## src/rtl/cnn_layer_sequencer.sv

```systemverilog
// Layer/window command generator: walks a stack of conv and average-pool layers and
// issues one window command per handshake to the compute engine.
module cnn_layer_sequencer #(
    parameter int                    NUM_LAYERS = 5,
    parameter logic [NUM_LAYERS-1:0] LAYER_MODE = 5'b01010,
    parameter int                    IMG_SIZE   = 32,
    parameter int                    K          = 5,
    parameter int                    P          = 2,
    parameter int                    MAPW       = 8,
    localparam int                   LW         = (NUM_LAYERS > 1) ? $clog2(NUM_LAYERS) : 1,
    localparam int                   CW         = $clog2(IMG_SIZE)
) (
    input  logic                         clk,
    input  logic                         rst,
    input  logic                         start,
    input  logic [(NUM_LAYERS+1)*MAPW-1:0] layer_maps,
    output logic                         cmd_valid,
    input  logic                         cmd_ready,
    output logic [LW-1:0]                cmd_layer,
    output logic                         cmd_pool,
    output logic [MAPW-1:0]              cmd_out_map,
    output logic [MAPW-1:0]              cmd_in_map,
    output logic [CW-1:0]                cmd_row,
    output logic [CW-1:0]                cmd_col,
    output logic                         cmd_first,
    output logic                         cmd_last,
    output logic                         busy,
    output logic                         finish,
    output logic                         err
);

    // Side lengths must hold IMG_SIZE itself, so one bit wider than a pixel index.
    localparam int SW = $clog2(IMG_SIZE + 1);

    typedef enum logic [1:0] {IDLE, SETUP, ISSUE, DONE} state_e;

    state_e                         state_q, state_d;
    logic [LW-1:0]                  layer_q, layer_d;
    logic [(NUM_LAYERS+1)*MAPW-1:0] maps_q, maps_d;
    logic [SW-1:0]                  side_in_q, side_in_d;
    logic [SW-1:0]                  side_out_q, side_out_d;
    logic                           pool_q, pool_d;
    logic [MAPW-1:0]                maps_in_q, maps_in_d;
    logic [MAPW-1:0]                maps_out_q, maps_out_d;
    logic [MAPW-1:0]                out_map_q, out_map_d;
    logic [MAPW-1:0]                in_map_q, in_map_d;
    logic [SW-1:0]                  row_q, row_d;
    logic [SW-1:0]                  col_q, col_d;
    logic                           err_q, err_d;

    logic            setup_pool;
    logic [MAPW-1:0] setup_in;
    logic [MAPW-1:0] setup_out;
    int              side_calc;
    logic            side_ok;
    logic            last_layer;
    logic            col_last;
    logic            row_last;
    logic            in_last;
    logic            out_last;
    logic            issuing;

    always_comb begin
        setup_pool = LAYER_MODE[layer_q];
        setup_in   = maps_q[int'(layer_q) * MAPW +: MAPW];
        setup_out  = maps_q[(int'(layer_q) + 1) * MAPW +: MAPW];
        if (setup_pool) begin
            side_calc = int'(side_in_q) / P;
            side_ok   = (side_calc != 0);
        end else begin
            side_calc = int'(side_in_q) - K + 1;
            side_ok   = (int'(side_in_q) >= K);
        end
        last_layer = (int'(layer_q) == NUM_LAYERS - 1);
        col_last   = (col_q == side_out_q - SW'(1));
        row_last   = (row_q == side_out_q - SW'(1));
        in_last    = (in_map_q == maps_in_q - MAPW'(1));
        out_last   = (out_map_q == maps_out_q - MAPW'(1));
        issuing    = (state_q == ISSUE);
    end

    always_comb begin
        state_d    = state_q;
        layer_d    = layer_q;
        maps_d     = maps_q;
        side_in_d  = side_in_q;
        side_out_d = side_out_q;
        pool_d     = pool_q;
        maps_in_d  = maps_in_q;
        maps_out_d = maps_out_q;
        out_map_d  = out_map_q;
        in_map_d   = in_map_q;
        row_d      = row_q;
        col_d      = col_q;
        err_d      = err_q;

        case (state_q)
            IDLE: begin
                if (start) begin
                    maps_d    = layer_maps;
                    side_in_d = SW'(IMG_SIZE);
                    layer_d   = '0;
                    err_d     = 1'b0;
                    state_d   = SETUP;
                end
            end
            SETUP: begin
                // Pool layers walk each map once, so the output-map loop collapses to one pass.
                if (!side_ok || setup_in == '0 || (!setup_pool && setup_out == '0)) begin
                    if (!side_ok) begin
                        err_d = 1'b1;
                    end
                    if (last_layer) begin
                        state_d = DONE;
                    end else begin
                        layer_d = layer_q + LW'(1);
                    end
                end else begin
                    pool_d     = setup_pool;
                    side_out_d = SW'(side_calc);
                    maps_in_d  = setup_in;
                    maps_out_d = setup_pool ? MAPW'(1) : setup_out;
                    out_map_d  = '0;
                    in_map_d   = '0;
                    row_d      = '0;
                    col_d      = '0;
                    state_d    = ISSUE;
                end
            end
            ISSUE: begin
                if (cmd_ready) begin
                    col_d = col_q + SW'(1);
                    if (col_last) begin
                        col_d = '0;
                        row_d = row_q + SW'(1);
                        if (row_last) begin
                            row_d    = '0;
                            in_map_d = in_map_q + MAPW'(1);
                            if (in_last) begin
                                in_map_d  = '0;
                                out_map_d = out_map_q + MAPW'(1);
                                if (out_last) begin
                                    side_in_d = side_out_q;
                                    if (last_layer) begin
                                        state_d = DONE;
                                    end else begin
                                        layer_d = layer_q + LW'(1);
                                        state_d = SETUP;
                                    end
                                end
                            end
                        end
                    end
                end
            end
            DONE: begin
                state_d = IDLE;
            end
            default: begin
                state_d = IDLE;
            end
        endcase
    end

    always_ff @(posedge clk) begin
        if (rst) begin
            state_q    <= IDLE;
            layer_q    <= '0;
            maps_q     <= '0;
            side_in_q  <= '0;
            side_out_q <= '0;
            pool_q     <= 1'b0;
            maps_in_q  <= '0;
            maps_out_q <= '0;
            out_map_q  <= '0;
            in_map_q   <= '0;
            row_q      <= '0;
            col_q      <= '0;
            err_q      <= 1'b0;
        end else begin
            state_q    <= state_d;
            layer_q    <= layer_d;
            maps_q     <= maps_d;
            side_in_q  <= side_in_d;
            side_out_q <= side_out_d;
            pool_q     <= pool_d;
            maps_in_q  <= maps_in_d;
            maps_out_q <= maps_out_d;
            out_map_q  <= out_map_d;
            in_map_q   <= in_map_d;
            row_q      <= row_d;
            col_q      <= col_d;
            err_q      <= err_d;
        end
    end

    // Command fields read zero whenever no command is presented.
    always_comb begin
        cmd_valid   = issuing;
        busy        = (state_q == SETUP) || issuing;
        finish      = (state_q == DONE);
        err         = err_q;
        cmd_layer   = issuing ? layer_q : '0;
        cmd_pool    = issuing & pool_q;
        cmd_out_map = issuing ? (pool_q ? in_map_q : out_map_q) : '0;
        cmd_in_map  = issuing ? in_map_q : '0;
        cmd_row     = issuing ? (pool_q ? CW'(int'(row_q) * P) : CW'(row_q)) : '0;
        cmd_col     = issuing ? (pool_q ? CW'(int'(col_q) * P) : CW'(col_q)) : '0;
        cmd_first   = issuing & (pool_q | (in_map_q == '0));
        cmd_last    = issuing & (pool_q | in_last);
    end

endmodule

```

## config.mk

```make
export PLATFORM = sky130hd
export DESIGN_NAME = cnn_layer_sequencer
export DESIGN_NICKNAME = d
export VERILOG_FILES = /design/src/rtl/cnn_layer_sequencer.sv
export SDC_FILE = /design/constraint.sdc
export NUM_CORES = 1
export LEC_CHECK = 0
export BUFFER_PORTS_ARGS = -buffer_cell sky130_fd_sc_hd__buf_2
export CAP_MARGIN = 5
export CORE_UTILIZATION = 32
export CTS_CLUSTER_DIAMETER = 80
export DETAILED_ROUTE_END_ITERATION = 6
export GPL_ROUTABILITY_DRIVEN = 0
export SYNTH_ARGS = -nofsm -noshare
export SYNTH_HDL_FRONTEND = slang
export SYNTH_SLANG_ARGS = --single-unit
```

## constraint.sdc

```tcl
create_clock -name clk -period 3.45 [get_ports clk]
set_input_delay 0.8625 -clock clk [delete_from_list [all_inputs] [get_ports clk]]
set_output_delay 0.8625 -clock clk [all_outputs]
set_load 0.01 [all_outputs]
```

# Word-level counts from Yosys, hierarchy flattened
# Memory sizes are Yosys's and may differ from the RTL's. A register that Yosys moved wholly into a read port is not among the register bits.
# Cells that the tools add are included.
[op_classes]
order_cmp = 2
n_addsub = 11
eq_ne = 18
mux = 63
n_reduce_logical = 25
n_shift = 2
bitwise = 6
div_mod_pow = 0
multipliers = 0
[op_table]
columns = ["op", "n"]
rows = [
  ["$mux W8", 13],
  ["$mux W6", 13],
  ["$shiftx A48 B7 Y8", 1],
  ["$shiftx A48 B8 Y8", 1],
  ["$pmux W6 S2", 3],
  ["$mux W3", 11],
  ["$pmux W8 S2", 2],
  ["$reduce_bool A32 Y1", 1],
  ["$logic_not A8 Y1", 3],
  ["$mux W5", 4],
  ["$mux W2", 9],
  ["$ne A2 B2 Y1 const B", 9],
  ["$add A8 B1 Y8 const B", 2],
  ["$eq A8 B8 Y1", 2],
  ["$sub A8 B1 Y8 const B", 2],
  ["$reduce_and A7 Y1", 2],
  ["$add A6 B1 Y6 const B", 2],
  ["$eq A6 B6 Y1", 2],
  ["$pmux W3 S3", 1],
  ["$pmux W2 S4", 1],
  ["$reduce_and A4 Y1", 2],
  ["$reduce_and A8 Y1", 1],
  ["$add A6 B2 Y6 const B", 1],
  ["$ge A6 B3 Y1 const B", 1],
  ["other kinds (24)", 38],
]
[totals]
latchBits = 0
romBits = 8
in_bits = 52
mem_count = 1
register_bits = 111
mem_bits_rw = 0
[memory_table]
columns = ["memory", "depth", "width", "rd", "rd_ports_with_merged_regs", "wr", "line", "text"]
rows = [
  ["(no name shown)", 8, 1, 1, 1, 0, "64", "setup_pool = LAYER_MODE[layer_q];"],
]

# Longest topological paths before layout
# Gate-level depths: netlist (run 1).
[logic_depth]
ltp_word = 10
ltp_mapped = 14
mapped_depth_nobuf = 10

# Worst setup path after synthesis (run 1)
# OpenSTA, ideal clock, no wires.
[synth_path]
path_kind = "register -> register"
startpoint = "register layer_q[0]"
endpoint = "register layer_q[1]"
arrival_time_ns = 2.893
path_slack_ns = 0.492
t_required_ns = 3.385
path_stages_with_launch = 11
n_path_buf = 2
period_less_slack_ns = 2.958
setup_time_ns = 0.065
cell_sequence = "dfxtp_1 > buf_6 > mux4_2 > or4_1 > nor4_1 > o211ai_1 > o2111a_1 > buf_6 > nor4_4 > mux2_2 > nor2_1"
[synth_between]
elab_chain_len = 8
word_cells_on_any_way = 20
[synth_rtl]
columns = ["item", "line", "text"]
rows = [
  ["start, declared", "38", "logic [LW-1:0] layer_q, layer_d;"],
  ["start signal, assigned", "182", "layer_q <= layer_d;"],
  ["parallel branches: the longest is 8 deep, another holds $add A3 B1 Y4", "--", ""],
]
# Parallel ways; which one is timed is not known. The select of a mux whose other input is x is not followed.
# A chain may end at the register's enable or synchronous reset.

# Worst setup path after layout (run 1)
[layout_path]
startpoint = "register layer_q[1]"
endpoint = "register layer_q[1]"
# Same word-level chain as after synthesis.

==> results of run 1 <==
==> area by class of cell <==
type	instances	area, sq um
repair buffers	111	628
well taps	270	338
flip-flops and latches	112	2250
multi-input cells	661	4140
clock buffers	11	233
inverters	30	113
fillers	2158	12700
clock inverters	5	56.3
==> repair_timing <==
action,in CTS,in global routing
setup endpoints to repair,0,2
buffers inserted,0,0
gates resized for setup,0,4
==> worst max path at each step <==
| stage | depth (start not counted) | end | start | slack (ns) |
|---|---|---|---|---|
| 6_report | 8 | layer_q[1]$_SDFFE_PP0N_ | layer_q[1]$_SDFFE_PP0N_ | 0.23 |
| 5_1_grt | 10 | cmd_last | maps_in_q[0]$_SDFFE_PP0P_ | 0.005 |
| 4_1_cts | 10 | cmd_last | maps_in_q[0]$_SDFFE_PP0P_ | 0.12 |
| 3_5_place_dp | 8 | layer_q[1]$_SDFFE_PP0N_ | layer_q[0]$_SDFFE_PP0N_ | 0.19 |
| 3_3_place_gp | 8 | layer_q[1]$_SDFFE_PP0N_ | layer_q[0]$_SDFFE_PP0N_ | 0.21 |
| 2_1_floorplan | 10 | layer_q[1]$_SDFFE_PP0N_ | layer_q[0]$_SDFFE_PP0N_ | 0.49 |
==> worst max-delay path, cell delays in order (launching register included) <==
cell and delay (ns):
sky130_fd_sc_hd__dfxtp_1 0.62, sky130_fd_sc_hd__mux4_2 0.40, sky130_fd_sc_hd__or4_1 0.52, sky130_fd_sc_hd__nor4_1 0.31
sky130_fd_sc_hd__o211ai_1 0.16, sky130_fd_sc_hd__o2111a_2 0.29, sky130_fd_sc_hd__nor4_4 0.39, sky130_fd_sc_hd__mux2_2 0.38
sky130_fd_sc_hd__nor2_1 0.08
==> cells by family (layout without fill, tap and decap cells) <==
logic type | count (synthesis) | in the layout
AOI/OAI and AO/OA | 199 | 199
xor gates and xnor gates | 40 | 40
adders and majority gates | 16 | 16
buffers and inverters | 99 | 157
DFF | 112 | 112
muxes | 65 | 65
and+or+nand+nor | 341 | 341
==> per-stage QoR <==
stage / hold slack [ns] / setup slack, ns / util / power [mW]
floorplan: 0.433 / 0.492 / - / 3.04
global placement: 0.447 / 0.211 / 0.364 / 3.54
detailed placement: 0.450 / 0.190 / 0.364 / 3.57
CTS: 0.460 / 0.116 / 0.378 / 4.62
global route: 0.493 / 0.00531 / 0.378 / 4.92
finish: 0.456 / 0.231 / 0.378 / 4.61
==> sequential cells by signal, summed over array words and instances, names as in the netlist, 2 cells and up <==
| register | flops |
|---|---|
| col_q | 6 |
| in_map_q | 8 |
| layer_q | 3 |
| maps_in_q | 8 |
| maps_out_q | 8 |
| maps_q | 48 |
| out_map_q | 8 |
| row_q | 6 |
| side_in_q | 6 |
| side_out_q | 6 |
| state_q | 2 |
==> synthesized netlist by cell type (all sizes together), types with 3 or more instances <==
library cell  count  area [sq um]
or4               8          60.1
o31ai             3          22.5
nand3            18          90.1
and3              6          37.5
a211oi           26           195
o21bai            5          37.5
a21oi            99           495
nor2            105           394
nand2           124           465
nand4b            5          43.8
o21ai            25           129
and2              6          37.5
nor3             19           100
mux2i            49           490
a2111oi           4          35.0
o22ai             3          18.8
clkbuf           48           181
nand4             7          43.8
buf              21           106
nor4              6          52.6
a31oi             6          37.5
ha               16           200
xor2             10          87.6
mux2             10           113
o211ai            7          52.6
dfxtp           112          2240
nor2b             5          31.3
inv              28           105
nor3b             3          22.5
or3              10          62.6
mux4              6           135
and4              3          26.3
xnor2            28           245
nand3b            5          37.5
nand2b            7          43.8
==> routing by layer <==
| metal | track usage | part of all wire | up-vias |
|---|---|---|---|
| met5 | 0 | 0 | - |
| met4 | 0.0577 | 0.019 | 0 |
| met3 | 0.0272 | 0.039 | 27 |
| met2 | 0.268 | 0.44 | 159 |
| met1 | 0.240 | 0.50 | 2879 |
| li1 | - | - | 3155 |
==> where the power goes <==
group          internal, mW  total [mW]  switching [mW]  leakage [nW]
combinational         0.761        1.87            1.11          1.68
clock                 0.565        1.05           0.487         0.140
sequential             1.45        1.68           0.227         0.912
==> implementation parameters, run 1 <==
Parameter                              Value

Setup path
  Critical register-to-register path startpoint ... layer_q[1]$_SDFFE_PP0N_
  Reg2Reg Capture Point ... layer_q[1]$_SDFFE_PP0N_
  Crit-path max FO ... 12
  Setup crit start kind ... register
  Critical path type ... register to register
  Reg-to-reg setup timing slack ... between 0.2 and 0.25 ns
  Worst Path Arrival ... approximately 3.5 ns
  Crit end category ... register
  Depth of the most critical reg-to-reg path ... 8
  CP required ... ~3.8 ns

Finish
  Signed area change from the synthesized netlist to the final layout ... 14.4%
  Commonest cells after routing, fill and taps aside ... 124 x sky130_fd_sc_hd__nand2_1, 109 x sky130_fd_sc_hd__dfxtp_1, 105 x sky130_fd_sc_hd__nor2_1
  Most common cell after layout, fill and taps aside ... sky130_fd_sc_hd__nand2_1
  Final std cell area, no fill ... 0.00775 sq mm
  Total Nets Final ... about 990
  # diodes ... 0
  Non-filler cells in the finished layout ... between 1,000 and 1,500
  Ratio of cells with drive above 1 in the final layout ... 0.171

Place
  Area of placed instances ... 0.00745 sq mm
  Number of instances in the placed design ... 1,184
  Number of port buffers ... a little under 90
  HPWL after DPL ... ~14 mm

Routing
  Final routed wire length divided by cell count ... roughly 15 um
  Residual antenna-violating net count after detailed routing ... 0
  Residual DRC count ... 0
  DR vias ... slightly above 6,000
  Sum of routed wire length over all layers ... between 15 and 20 mm
  Violation count after the first detailed-route iteration ... 429
  Length of the first detailed-routing pass in iterations ... 5
  Detailed-route vias per instance ... about 5.2

Run status
  Result of the run ... complete, no violations

Logic synthesis
  Parity-gate share of the synthesized area counting xor and xnor cells ... 0.0558
  Post-synth top flop ... sky130_fd_sc_hd__dfxtp_1
  Register area share after synthesis ... 0.331
  Post-Synthesis Cells ... 872
  Post-synth EDFFs ... 0
  Count of unique library cells instantiated by Yosys ... 66
  Ys Warns ... 0
  Combinational family with the most area after synthesis ... simple AND/OR/NAND/NOR gates
  Number of flip-flops and latches in the synthesized netlist ... 112
  Netlist area before placement ... 0.00677 sq mm
  Mean post-synth cell area ... between 7 and 8 sq um
  Simple-gate portion of the synthesized area ... 0.233
  Synth Area in Compound Gates ... 0.182
  Share of flip-flops with an asynchronous set or reset after synthesis ... 0
  Multiplexer share of the synthesized area ... 0.109
  Synthesized Nets ... 940
  Adder-cell share of the synthesized area ... 0.0296

CTS
  Root buffer cell ... sky130_fd_sc_hd__clkbuf_16
  Clock latency on the worst-skew pair ... ~0.36 ns
  CTS HTree Levels ... 3
  Clock tree from TritonCTS ... done
  Clock net sink count ... around 110
  Clock transition time at the flip-flop clock pins of the worst setup and hold paths ... ~0.080 ns
  Number of hold buffers added after CTS ... 0
  Max Root-Sink Buffers ... 2
  Clock buffer count from CTS ... 9

Die
  Area of the core ... 0.0205 sq mm
  Effective utilization at floorplan ... 0.330
  Die ar. ... between 0.02 and 0.025 sq mm
  Width of the die ... around 150 um
  Height of the die ... approximately 150 um
  I/O pin count ... roughly 90
  Number of standard-cell rows in the floorplan ... 52

Timing
  Post-route clock skew ... about 0.012 ns
  Setup violations, final ... 0
  Setup repair after global routing missed its margin ... false
  Fin crit period ... 3.22 ns
  Hold Vio Cnt, Final ... 0
  Final Slew Violations ... 0
  Top achievable clock speed ... 0.311 GHz
  Slew at the pin with the worst max-slew slack ... between 0.9 and 1 ns
  Relative slew slack ... 0.389
  Share of the clock period used by the worst path ... 0.933
  Sum of negative setup slack ... 0 ns

Pwr
  Total power per unit cell area ... just under 600 mW/mm^2
  IR drop worst, VDD ... around 0.32 mV
  Leakage Power ... 2.74 nW

GRT
  All-layer global routing usage ... 0.172
  Maximum number of pins on one net before global-route repair ... 49
  Wire length of the first global-routing pass ... slightly below 30 mm
  Initial antenna violation count ... 0
  Via count of the first global-routing pass ... ~5,600
  Global route overflow ... 0

Min path
  Path type of the worst min-delay path ... register to register
  Hold path depth ... 2
  Hold Path End ... maps_q[1]$_SDFFE_PP0P_
  Hold_sp ... maps_q[1]$_SDFFE_PP0P_

Job
  Max-cap violation count ... 0
(Power assumes the default switching activity.)
==> run 2, diff against run 1 <==
- CORE_UTILIZATION: 32 -> 42
==> run 2 against run 1 <==
Utilization increased by 11 points. Non-clock buffer count increased by 1. Cell count decreased by 4.4%.
==> implementation parameters, run 2 (synthesis results as in run 1) <==
Parameter                              Value

Finish
  Most common cell after layout, fill and taps aside ... sky130_fd_sc_hd__nand2_1
  Commonest cells after routing, fill and taps aside ... 124 x sky130_fd_sc_hd__nand2_1, 112 x sky130_fd_sc_hd__dfxtp_1, 105 x sky130_fd_sc_hd__nor2_1
  Total Nets Final ... 994 (+0.10%)
  Signed area change from the synthesized netlist to the final layout ... 13.7%
  Final std cell area, no fill ... 0.00770 sq mm (-0.65%)
  Ratio of cells with drive above 1 in the final layout ... 0.172 (+0.000890)
  Flip-flop count of the largest register, all copies and words added ... 48 (unchanged)
  Number of filler cells placed in the layout ... 1,638 (-24%)
  # diodes ... 0 (unchanged)
  Utilization after layout ... 0.487 (+0.108)
  Largest register by flop count ... maps_q

CTS
  Max Root-Sink Buffers ... 2 (unchanged)
  Clock net sink count ... 112 (unchanged)
  Clock tree from TritonCTS ... done
  Clock latency on the worst-skew pair ... 0.36 ns (about the same)
  CTS HTree Levels ... 3 (unchanged)
  Root buffer cell ... sky130_fd_sc_hd__clkbuf_16
  Clock buffer count from CTS ... 9 (unchanged)
  Clock transition time at the flip-flop clock pins of the worst setup and hold paths ... 0.08 ns (about the same)

Setup path
  Crit end category ... output pin
  Cell-by-cell listing of the critical path ... inv_1 > ha_1 > o21ba_2 > a221oi_1 > a41oi_1 > a211oi_2 > nor2_1 > nor2_1 > buf_2
  CP required ... 2.59 ns (-1.16 ns)
  Reg-to-reg setup timing slack ... 0.24 ns (about the same)
  Crit path to ... cmd_last
  Critical path type ... register to output pin
  Cell mode on critical path ... sky130_fd_sc_hd__nor2_1
  Setup crit start kind ... register
  Crit. Startpoint ... maps_in_q[1]$_SDFFE_PP0P_
  Crit-path max FO ... 8 (-4)
  Depth of the most critical reg-to-reg path ... 8 (unchanged)
  Reg2Reg Capture Point ... layer_q[1]$_SDFFE_PP0N_
  Critical register-to-register path startpoint ... layer_q[0]$_SDFFE_PP0N_
  Worst Path Arrival ... 2.42 ns (-1.10 ns)
  Largest incremental delay on the critical path ... 0.42 ns (-0.20 ns)
  CP max-delay cell ... sky130_fd_sc_hd__dfxtp_1

Timing
  Relative slew slack ... 0.388 (-0.00130)
  Final Slew Violations ... 0 (unchanged)
  Top achievable clock speed ... 0.304 GHz (-2.0%)
  Post-route clock skew ... 0.00801 ns (-0.00374 ns)
  Hold Vio Cnt, Final ... 0 (unchanged)
  Setup violations, final ... 0 (unchanged)
  Share of the clock period used by the worst path ... 0.952 (+0.0191)
  Sum of negative setup slack ... 0 ns (unchanged)
  Slew at the pin with the worst max-slew slack ... 0.919 ns (+0.00195 ns)
  Setup repair after global routing missed its margin ... true
  Fin crit period ... 3.28 ns (+0.0659 ns)

Die
  Die ar. ... 0.0166 sq mm (-24%)
  Number of standard-cell rows in the floorplan ... 46 (-12%)
  Effective utilization at floorplan ... 0.428 (+0.0974)
  Area of the core ... 0.0158 sq mm (-23%)
  Width of the die ... 129 um (-13%)
  Height of the die ... 129 um (-13%)
  I/O pin count ... 88 (unchanged)

GRT
  Via count of the first global-routing pass ... 5,519 (-1.4%)
  Global route overflow ... 0 (unchanged)
  Maximum number of pins on one net before global-route repair ... 56 (+14%)
  Initial antenna violation count ... 0 (unchanged)
  Wire length of the first global-routing pass ... 28.8 mm (-3.3%)
  All-layer global routing usage ... 0.222 (+0.0503)

Routing
  Violation count after the first detailed-route iteration ... 316 (-26%)
  Residual DRC count ... 0 (unchanged)
  Detailed-route vias per instance ... 5.35 (+3.2%)
  DR vias ... 6,135 (-1.4%)
  Final routed wire length divided by cell count ... 15.4 um (about the same)
  Residual antenna-violating net count after detailed routing ... 0 (unchanged)
  Length of the first detailed-routing pass in iterations ... 4 (-1)
  Sum of routed wire length over all layers ... 17.7 mm (-4.4%)

Place
  Area of placed instances ... 0.00738 sq mm (-0.91%)
  Number of port buffers ... 87 (unchanged)
  HPWL after DPL ... 13.1 mm (-4.3%)

Pwr
  PnR Total Power ... 4.60 mW (-0.29%)
  Total power per unit cell area ... 597 mW/mm^2 (+0.36%)
  IR drop worst, VDD ... 0.282 mV (-11%)
  Leakage Power ... 2.74 nW (+0.30%)

Run status
  Result of the run ... complete, no violations

Job
  Max-cap violation count ... 0 (unchanged)

Min path
  Path type of the worst min-delay path ... register to register
  Hold path depth ... 2 (unchanged)
run 2: repair_timing:
| item | 4_1_cts | 5_1_grt |
|---|---|---|
| endpoints found under the setup margin | 1 | 2 |
| pin swaps | 0 | 1 |
| resized for setup | 1 | 1 |
| hold endpoints to repair | 0 | 0 |
| buffers inserted | 0 | 1 |
| hold buffers | 0 | 0 |
run 2: worst max-delay path: cells and delay by family (launching register included):
family / cells / cell delay, ns
AND/OR/NAND/NOR: 2 / 0.20
adder cells (fa/ha/maj): 1 / 0.30
AO/OA/AOI/OAI: 4 / 0.95
flip-flops: 1 / 0.42
buffers and inverters: 2 / 0.20
run 2: through the flow:
step,setup WS (ns),std cells,hold slack (ns)
3_3_place_gp,0.266,1130,0.459
2_1_floorplan,0.492,872,0.433
5_1_grt,-0.0304,1147,0.492
3_5_place_dp,0.245,1130,0.463
6_report,0.165,1147,0.468
4_1_cts,0.140,1146,0.474
run 2: worst min path at each step:
stage	start	end
floorplan	maps_q[0]$_SDFFE_PP0P_	maps_q[0]$_SDFFE_PP0P_
global placement	side_in_q[0]$_SDFFE_PP0P_	side_in_q[0]$_SDFFE_PP0P_
detailed placement	side_in_q[0]$_SDFFE_PP0P_	side_in_q[0]$_SDFFE_PP0P_
CTS	side_in_q[0]$_SDFFE_PP0P_	side_in_q[0]$_SDFFE_PP0P_
global route	maps_q[1]$_SDFFE_PP0P_	maps_q[1]$_SDFFE_PP0P_
finish	maps_q[1]$_SDFFE_PP0P_	maps_q[1]$_SDFFE_PP0P_
run 2: metal layers:
| layer | GRT usage | vias to the layer above | routed length (um) |
|---|---|---|---|
| li1 | - | 3155 | - |
| met1 | 0.293 | 2813 | 8280 |
| met2 | 0.362 | 139 | 8250 |
| met3 | 0.0395 | 28 | 689 |
| met4 | 0.0817 | 0 | 479 |
| met5 | 0 | - | 0 |
run 2: report_power, final:
group / leakage [nW] / internal, mW / switching [mW]
clock network: 0.145 / 0.530 / 0.534
registers: 0.911 / 1.45 / 0.223
logic: 1.69 / 0.768 / 1.09
run 2: final cells by class:
cell class / instances / area, sq um / share of cell area
clock buffer: 10 / 239 / 0.0310
tap: 216 / 270 / 0.0351
sequential: 112 / 2240 / 0.291
inverter: 30 / 113 / 0.0146
clock inverter: 6 / 58.8 / 0.00764
timing repair buffer: 112 / 636 / 0.0825
multi-input combinational: 661 / 4140 / 0.538
==> run 3, diff against run 2 <==
- PLACE_DENSITY: default -> 0.68
==> run 3 against run 2 <==
Setup slack gained 0.041 ns. Largest power group unchanged. Cell area is 0.26% higher. Critical endpoint is now row_q[0]$_SDFFE_PP0P_. Largest cell class unchanged. Via count increased by 2.1%. Critical path depth stayed put. Non-clock buffer count down 1. Utilization up 0.13 points. Fmax is 1.3% higher.
==> implementation parameters, run 3 (synthesis results as in run 1) <==
Parameter                              Value

GRT
  Initial antenna violation count ... 1 (+1)
  Maximum number of pins on one net before global-route repair ... 50 (-11%)
  Global route overflow ... 0 (unchanged)
  Via count of the first global-routing pass ... 5,675 (+2.8%)
  All-layer global routing usage ... 0.219 (-0.00265)
  Wire length of the first global-routing pass ... 28.8 mm (-0.24%)

Timing
  Share of the clock period used by the worst path ... 0.940 (-0.0119)
  Final Slew Violations ... 0 (unchanged)
  Relative slew slack ... 0.374 (-0.0132)
  Setup repair after global routing missed its margin ... false
  Top achievable clock speed ... 0.308 GHz (+1.3%)
  Hold Vio Cnt, Final ... 0 (unchanged)
  Post-route clock skew ... 0.00862 ns (+0.000609 ns)
  Sum of negative setup slack ... 0 ns (unchanged)
  Setup violations, final ... 0 (unchanged)
  Slew at the pin with the worst max-slew slack ... 0.938 ns (+0.0198 ns)
  Fin crit period ... 3.24 ns (-0.0411 ns)

Setup path
  Worst Path Arrival ... 3.46 ns (+1.04 ns)
  CP required ... 3.66 ns (+1.07 ns)
  Setup crit start kind ... register
  Critical path type ... register to register
  Crit end category ... register
  Crit-path max FO ... 13 (+5)

CTS
  Clock tree from TritonCTS ... done
  Post-CTS setup buffer count ... 0 (unchanged)
  Max Root-Sink Buffers ... 2 (unchanged)
  Clock net sink count ... 112 (unchanged)
  Clock latency on the worst-skew pair ... 0.36 ns (about the same)
  Root buffer cell ... sky130_fd_sc_hd__clkbuf_16
  CTS HTree Levels ... 3 (unchanged)
  Clock transition time at the flip-flop clock pins of the worst setup and hold paths ... 0.08 ns (about the same)
  Clock buffer count from CTS ... 9 (unchanged)

Finish
  Flip-flop count of the largest register, all copies and words added ... 48 (unchanged)
  Ratio of cells with drive above 1 in the final layout ... 0.175 (+0.00341)
  Most common cell after layout, fill and taps aside ... sky130_fd_sc_hd__nand2_1
  Commonest cells after routing, fill and taps aside ... 124 x sky130_fd_sc_hd__nand2_1, 110 x sky130_fd_sc_hd__dfxtp_1, 105 x sky130_fd_sc_hd__nor2_1
  Footprint of the multi-input gates ... 0.00415 sq mm (+0.21%)
  Register area ... 0.00224 sq mm (+0.11%)
  Signed area change from the synthesized netlist to the final layout ... 14.0%
  Number of filler cells placed in the layout ... 1,584 (-3.3%)
  Largest register by flop count ... maps_q
  # diodes ... 0 (unchanged)
  Total Nets Final ... 993 (-0.10%)
  Non-filler cells in the finished layout ... 1,146 (-0.087%)
  Final std cell area, no fill ... 0.00772 sq mm (+0.26%)

Pwr
  Total power per unit cell area ... 607 mW/mm^2 (+1.7%)
  PnR Total Power ... 4.68 mW (+1.9%)
  IR drop worst, VDD ... 0.323 mV (+15%)
  Leakage Power ... 2.75 nW (about the same)

Routing
  Final routed wire length divided by cell count ... 15.4 um (-0.27%)
  Residual antenna-violating net count after detailed routing ... 0 (unchanged)
  DR vias ... 6,264 (+2.1%)
  Violation count after the first detailed-route iteration ... 366 (+16%)
  Length of the first detailed-routing pass in iterations ... 5 (+1)
  Residual DRC count ... 0 (unchanged)
  Sum of routed wire length over all layers ... 17.6 mm (-0.36%)
  Detailed-route vias per instance ... 5.47 (+2.2%)

Die
  I/O pin count ... 88 (unchanged)
  Area of the core ... 0.0158 sq mm (unchanged)
  Effective utilization at floorplan ... 0.428 (unchanged)
  Die ar. ... 0.0166 sq mm (unchanged)
  Number of standard-cell rows in the floorplan ... 46 (unchanged)
  Height of the die ... 129 um (unchanged)
  Width of the die ... 129 um (unchanged)

Place
  Area of placed instances ... 0.00737 sq mm (-0.17%)
  Number of port buffers ... 87 (unchanged)
  HPWL after DPL ... 13.0 mm (-1.2%)
  Number of instances in the placed design ... 1,130 (unchanged)

Job
  Max-cap violation count ... 0 (unchanged)

Min path
  Path type of the worst min-delay path ... register to register

Run status
  Result of the run ... complete, no violations
-- run 3: changes by cell type in the layout (fill, tap and decap cells not counted) --
cell,previous run,this run
sky130_fd_sc_hd__ha_1,16,15
sky130_fd_sc_hd__bufinv_16,0,2
sky130_fd_sc_hd__inv_8,3,1
sky130_fd_sc_hd__buf_12,1,0
sky130_fd_sc_hd__dfxtp_2,0,2
sky130_fd_sc_hd__clkbuf_8,1,0
sky130_fd_sc_hd__a221oi_2,0,1
sky130_fd_sc_hd__a221oi_1,1,0
sky130_fd_sc_hd__ha_2,0,1
sky130_fd_sc_hd__inv_6,1,2
sky130_fd_sc_hd__dfxtp_1,112,110
sky130_fd_sc_hd__clkinv_2,0,1
sky130_fd_sc_hd__clkinv_4,1,0
-- run 3: path summary, 6_finish.rpt --
path              slack [ns]                     from  cells after the start                endpoint
hold reg to reg         0.46   maps_q[6]$_SDFFE_PP0P_                      2  maps_q[6]$_SDFFE_PP0P_
setup / recovery        0.21  layer_q[0]$_SDFFE_PP0N_                      9   row_q[0]$_SDFFE_PP0P_
hold / removal          0.46   maps_q[6]$_SDFFE_PP0P_                      2  maps_q[6]$_SDFFE_PP0P_
setup reg to reg        0.21  layer_q[0]$_SDFFE_PP0N_                      9   row_q[0]$_SDFFE_PP0P_
-- run 3: layout make-up --
class	instances	area share
Inverter	30	0.0146
Multi-Input combinational cell	661	0.538
Clock inverter	7	0.0131
Sequential cell	112	0.291
Clock buffer	9	0.0292
Tap cell	216	0.0350
Timing Repair Buffer	111	0.0797
-- run 3: worst max-delay path, cell delays in order (launching register included) --
cell                       delay, ns
sky130_fd_sc_hd__dfxtp_1        0.51
sky130_fd_sc_hd__mux4_2         0.56
sky130_fd_sc_hd__or4_1          0.52
sky130_fd_sc_hd__nor4_1         0.28
sky130_fd_sc_hd__o211ai_1       0.16
sky130_fd_sc_hd__o2111a_2       0.26
sky130_fd_sc_hd__buf_4          0.21
sky130_fd_sc_hd__o21ai_2        0.31
sky130_fd_sc_hd__mux2i_1        0.22
sky130_fd_sc_hd__nor2_1         0.05
-- run 3: metrics by stage --
stage	setup WS [ns]	utilization	hold WS [ns]
2_1_floorplan	0.492	-	0.433
3_3_place_gp	0.264	0.466	0.447
3_5_place_dp	0.244	0.466	0.451
4_1_cts	0.0839	0.487	0.462
5_1_grt	0.0357	0.488	0.472
6_report	0.206	0.488	0.463
-- run 3: what timing repair did --
action	CTS	global route
pin swaps	0	1
gates cloned	0	0
setup endpoints to repair	1	1
hold buffers	0	0
gates resized for setup	1	5
-- run 3: power by group --
group	internal (mW)	leakage [nW]	switching, mW	total, mW
Clock	0.646	0.158	0.504	1.15
Sequential	1.45	0.912	0.221	1.67
Combinational	0.762	1.68	1.10	1.86
-- run 3: layer usage --
layer  vias to the layer above  global-route usage  share of wire
li1                       3161                   -              -
met2                       213               0.364           0.46
met4                         2              0.0664          0.022
met5                         -                   0        0.00074
met1                      2857               0.285           0.46
met3                        31              0.0462          0.052
